## config.mk

```make
export PLATFORM = sky130hd
export DESIGN_NAME = rx_arbiter_rr_flat
export DESIGN_NICKNAME = d
export VERILOG_FILES = /design/src/rtl/rx_arbiter_rr_if.sv /design/src/rtl/rx_arbiter_rr.sv /design/src/flat_wrapper.sv
export SDC_FILE = /design/constraint.sdc
export NUM_CORES = 1
export LEC_CHECK = 0
export ABC_AREA = 1
export CORE_MARGIN = 2
export CORE_UTILIZATION = 49
export DETAILED_ROUTE_END_ITERATION = 8
export GPL_ROUTABILITY_DRIVEN = 0
export PLACE_DENSITY = 0.91
export SLEW_MARGIN = 40
export SYNTH_ARGS = -nofsm -noshare
export SYNTH_HDL_FRONTEND = slang
export SYNTH_SLANG_ARGS = --single-unit
export TNS_END_PERCENT = 100
```

## constraint.sdc

```tcl
create_clock -name clk -period 4.1 [get_ports clk]
set_input_delay 0.82 -clock clk [delete_from_list [all_inputs] [get_ports clk]]
set_output_delay 0.82 -clock clk [all_outputs]
set_load 0.05 [all_outputs]
```

## src/rtl/rx_arbiter_rr_if.sv

```systemverilog
// Push-side handshake and FIFO write bundle for rx_arbiter_rr.
// slave: the arbiter; master: the senders plus the FIFO status source.
interface rx_arbiter_rr_if #(
    parameter int PORTS = 5,
    parameter int WIDTH = 8,
    parameter int PW    = $clog2(PORTS)
);
    logic [PORTS-1:0]       push_req;
    logic [PORTS-1:0]       push_ack;
    logic [WIDTH*PORTS-1:0] push_data;
    logic                   fifo_full;
    logic                   fifo_write;
    logic [WIDTH-1:0]       fifo_item_in;
    logic [PW-1:0]          fifo_port;

    modport slave (
        input  push_req, push_data, fifo_full,
        output push_ack, fifo_write, fifo_item_in, fifo_port
    );

    modport master (
        output push_req, push_data, fifo_full,
        input  push_ack, fifo_write, fifo_item_in, fifo_port
    );
endinterface

```

## src/rtl/rx_arbiter_rr.sv

```systemverilog
// Receive-side arbiter: collects items from PORTS two-phase req/ack senders,
// grants at most one pending sender per cycle (fixed priority or round-robin)
// and writes the granted item into the router input FIFO.
// Module parameters must match those of the connected interface instance.
module rx_arbiter_rr #(
    parameter int ID       = -1,
    parameter int PORTS    = 5,
    parameter int WIDTH    = 8,
    parameter int ARB_MODE = 1,
    parameter int PW       = $clog2(PORTS)
) (
    input  logic            clk,
    input  logic            reset,
    rx_arbiter_rr_if.slave  bus
);

    if (PORTS < 2 || PORTS > 16 || WIDTH < 1 || (ARB_MODE != 0 && ARB_MODE != 1)) begin : g_bad_params
        $error("rx_arbiter_rr %0d: unsupported parameter set", ID);
    end

    logic [PORTS-1:0] r_ack;
    logic             r_write;
    logic [WIDTH-1:0] r_item;
    logic [PW-1:0]    r_port;
    logic [PW-1:0]    r_rr_ptr;

    logic [PORTS-1:0] w_pend;
    logic             w_grant_vld;
    logic [PW-1:0]    w_grant;
    logic [PW-1:0]    w_next_ptr;
    logic [WIDTH-1:0] w_item;
    logic             w_do_grant;

    // A sender is pending whenever its req and ack phases differ.
    assign w_pend     = bus.push_req ^ r_ack;
    assign w_do_grant = w_grant_vld && !bus.fifo_full;
    assign w_item     = bus.push_data[w_grant*WIDTH +: WIDTH];
    assign w_next_ptr = (w_grant == PW'(PORTS - 1)) ? '0 : w_grant + PW'(1);

    // Pick the winning pending port for this cycle.
    always_comb begin
        w_grant_vld = 1'b0;
        w_grant     = '0;
        if (ARB_MODE == 0) begin
            // Ascending scan; later hits overwrite, so the highest index wins.
            for (int unsigned k = 0; k < PORTS; k++) begin
                if (w_pend[k]) begin
                    w_grant_vld = 1'b1;
                    w_grant     = PW'(k);
                end
            end
        end else begin
            // Scan upward from the pointer with wrap; first pending port wins.
            for (int unsigned i = 0; i < PORTS; i++) begin
                logic [PW:0]   sum;
                logic [PW-1:0] idx;
                sum = {1'b0, r_rr_ptr} + (PW+1)'(i);
                if (sum >= (PW+1)'(PORTS)) begin
                    sum = sum - (PW+1)'(PORTS);
                end
                idx = sum[PW-1:0];
                if (!w_grant_vld && w_pend[idx]) begin
                    w_grant_vld = 1'b1;
                    w_grant     = idx;
                end
            end
        end
    end

    // Register the grant: toggle the ack, strobe the FIFO, advance the pointer.
    always_ff @(posedge clk or posedge reset) begin
        if (reset) begin
            r_ack    <= '0;
            r_write  <= 1'b0;
            r_item   <= '0;
            r_port   <= '0;
            r_rr_ptr <= '0;
        end else if (w_do_grant) begin
            r_ack[w_grant] <= ~r_ack[w_grant];
            r_write        <= 1'b1;
            r_item         <= w_item;
            r_port         <= w_grant;
            if (ARB_MODE != 0) begin
                r_rr_ptr <= w_next_ptr;
            end
        end else begin
            r_write <= 1'b0;
        end
    end

    assign bus.push_ack     = r_ack;
    assign bus.fifo_write   = r_write;
    assign bus.fifo_item_in = r_item;
    assign bus.fifo_port    = r_port;

endmodule

```

## src/flat_wrapper.sv

```systemverilog
// flat-port wrapper written by rule: the top's interface ports become plain ports
module rx_arbiter_rr_flat 
#(
    parameter int ID       = -1,
    parameter int PORTS    = 5,
    parameter int WIDTH    = 8,
    parameter int ARB_MODE = 1,
    parameter int PW       = $clog2(PORTS)
)
  (clk, reset, bus_push_req, bus_push_data, bus_fifo_full, bus_push_ack, bus_fifo_write, bus_fifo_item_in, bus_fifo_port);
  rx_arbiter_rr_if #(.PORTS(PORTS), .WIDTH(WIDTH), .PW(PW)) bus_i ();
  input  logic clk;
  input  logic reset;
  input wire logic [$bits(bus_i.push_req)-1:0] bus_push_req;
  input wire logic [$bits(bus_i.push_data)-1:0] bus_push_data;
  input wire logic [$bits(bus_i.fifo_full)-1:0] bus_fifo_full;
  output wire logic [$bits(bus_i.push_ack)-1:0] bus_push_ack;
  output wire logic [$bits(bus_i.fifo_write)-1:0] bus_fifo_write;
  output wire logic [$bits(bus_i.fifo_item_in)-1:0] bus_fifo_item_in;
  output wire logic [$bits(bus_i.fifo_port)-1:0] bus_fifo_port;
  assign bus_i.push_req = bus_push_req;
  assign bus_i.push_data = bus_push_data;
  assign bus_i.fifo_full = bus_fifo_full;
  assign bus_push_ack = bus_i.push_ack;
  assign bus_fifo_write = bus_i.fifo_write;
  assign bus_fifo_item_in = bus_i.fifo_item_in;
  assign bus_fifo_port = bus_i.fifo_port;
  rx_arbiter_rr #(.ID(ID), .PORTS(PORTS), .WIDTH(WIDTH), .ARB_MODE(ARB_MODE), .PW(PW)) u_core (.clk(clk), .reset(reset), .bus(bus_i));
endmodule
```

==> flow_summary.ini <==
[timing]
finalSetupTns_ns = 0
hold_viol = 0
fin_crit_ns = 3.599
fmax_mhz = 277.9
post-route-period-util = 0.8777
rsz0062_at_grt = no
maxSlewViolCount = 0
finalSetupViolCount = 0
fin_skew_ns = 0.002756
relSlewSlack = 0.6218
worstMarginPinSlew_ns = 0.5632

[setup_path]
crit_top_cell = nand2_1
arrival_ns = 3.76
reg2reg_depth = 19
cp-start-kind = register
ff2ff_setup_slack_ns = 0.50
path_cells = inv_1, ha_1, ha_1, o21ai_1, nand2_2, o21ai_1, nand3_1, nand2_1, nand2_1, o21ai_2, inv_2, nand4_2, nand3_2, nand2_1, clkinv_1, nand2_1, nand3_1, nand2_1, nand2_1
cp.required_ns = 4.26
critPathMaxStageDelay_ns = 0.50
timing.rr.start = u_core.r_rr_ptr[1]
worstSetupEndpointType = register
cp_slowest_cell = dfrtp_1
crit_type = register to register
crit_fanout = 19
r2r-end = u_core.bus.fifo_item_in[4]

[placed_design]
place_hpwl_microns = 5420
dpl_cell_area_sq_mm = 0.002943
dp.cells = 500
port_buffers = 64

[yosys]
syn_avg_cell_area_sq_um = 5.852
netlist.area_leader.share = 0.2685
synth_seq_cells = 20
yosysSeqAreaShare = 0.2210
synth_edf_count = 0
synthArstFlopShare = 1.000
synth_cells = 387
ys_types = 31
yosysMostFrequentCell = nand2_1
syn_area_sq_mm = 0.002265
yosysTopAreaCell = nand2_1
syn_nets = 444
ys_top_cells_by_count = 162 x nand2_1, 73 x nand3_1, 30 x inv_1
synthTopCellsByArea = nand2_1 27%, dfrtp_1 22%, nand3_1 16%
yosys_warnings = 0
synth-main-ff-cell = dfrtp_1

[floorplan]
ioPinCount = 65
coreArea_sq_mm = 0.004414
die_w_microns = 71.99
num_rows = 24
die_area_sq_mm = 0.005182
start_util = 0.5130
die_y_microns = 71.99

[layout]
drive_gt1_frac = 0.09071
seq_area_sq_um = 500.5
multiInputGateArea_sq_mm = 0.001549
n_antenna_cell = 0
syn_to_final_growth_pct = 32.38
design_area_sq_mm = 0.002998
stdcell_count = 504
nFillCells = 374
nNetsFinal = 510

[clock_tree]
cts_buffers = 3
cts_tree = built
clock_sinks = 20
htree_levels = 1
holdBufCountCts = 0
worstSkewPairLatency_ns = 0.26
cts_setup_buffers = 0
clk_path_buf_depth = 2
clk_pin_slew_ns = 0.07
cts_root_buf = clkbuf_8
cts_resized = 0

[detailed_routing]
ant_nets = 0
via_per_inst = 5.712
num_vias = 2879
dr.pass1.iters = 7
drtIter0Drc = 188
drt_drc_violations_left = 0
wl_per_cell_microns = 13.77
totalWireLength_microns = 6941

[worst_hold_path]
hp-start = u_core.bus.fifo_port[1]
worstHoldPathType = register to register
holdPathStages = 2
min_to = u_core.bus.fifo_port[1]

[status]
status = finished clean

[global_routing]
grt_pass1_vias = 2583
grt_max_degree = 21
track_usage = 0.2741
gr-total-overflow = 0
grt_pass1_wl_microns = 11460
antenna_found_initial = 0

[flow_run]
maxCapViolCount = 0
[worst max path at each step]
stage / from / end / slack [ns]
after floorplan: u_core.r_rr_ptr[0] / u_core.bus.fifo_item_in[2] / 1.25
after global placement: bus_push_req[2] / u_core.bus.fifo_item_in[3] / 0.49
after detailed placement: bus_push_req[2] / u_core.bus.fifo_item_in[3] / 0.43
after CTS: u_core.r_rr_ptr[1] / u_core.bus.fifo_item_in[4] / 0.55
after global routing: u_core.r_rr_ptr[1] / u_core.bus.fifo_item_in[7] / 0.11
final: u_core.r_rr_ptr[1] / u_core.bus.fifo_item_in[4] / 0.50
[cells in the final DEF, fill, tap and decap left out, types with 3 or more instances in the layout]
cell	count
nor2_1	16
o21ai_0	10
xnor2_1	4
dfrtp_1	20
nor2_2	3
buf_4	3
inv_2	14
o21ai_1	6
nand4_1	10
nand2_2	8
nand3_2	3
inv_1	29
ha_1	8
clkdlybuf4s50_1	64
clkbuf_8	4
nand3_1	73
nand2_1	162
[stage by stage]
step                  util  hold WS (ns)  setup WS (ns)
floorplan                -        0.6617          1.249
global placement    0.6667        0.4694         0.4922
detailed placement  0.6667        0.4770         0.4326
CTS                 0.6791        0.4946         0.5522
global route        0.6791        0.5299         0.1130
finish              0.6791        0.5029         0.5014
[sequential cells by signal, summed over array words and instances, names as in the netlist]
name,count
u_core.bus.fifo_item_in,8
u_core.bus.fifo_port,3
u_core.bus.fifo_write,1
u_core.bus.push_ack,5
u_core.r_rr_ptr,3
[cells by family (layout without fill, tap and decap cells)]
group / Yosys count / count (layout) / share of synthesized area
xor+xnor: 6 / 6 / 0.02983
simple gates: 281 / 281 / 0.5492
compound gates: 21 / 21 / 0.05194
flops: 20 / 20 / 0.2210
fa+ha+maj: 9 / 9 / 0.05304
buf+inv: 50 / 115 / 0.09502
[per-layer routing]
metal  track usage  vias to the layer above  wire length [microns]
met5             0                        -                      0
met4        0.1048                        0                    213
met3       0.02778                       22                    510
met2        0.4733                      151                   3458
met1        0.3543                     1329                   2758
li1              -                     1377                      -
[area by class of cell]
type | instances | area share
well taps | 52 | 0.02170
clock buffers | 4 | 0.01836
flip-flops and latches | 20 | 0.1669
inverters | 44 | 0.05509
multi-input cells | 317 | 0.5167
repair buffers | 67 | 0.2212
[worst max-delay path, delay by kind of cell, from the launching register on]
family / cells / cell delay [ns]
compound gates: 3 / 0.57
fa+ha+maj: 2 / 0.62
buf+inv: 3 / 0.42
flops: 1 / 0.50
simple gates: 11 / 1.37
Power is left out: the tool's default activity adds up to more than one toggle a clock period on the data nets, which glitch-free logic cannot reach.
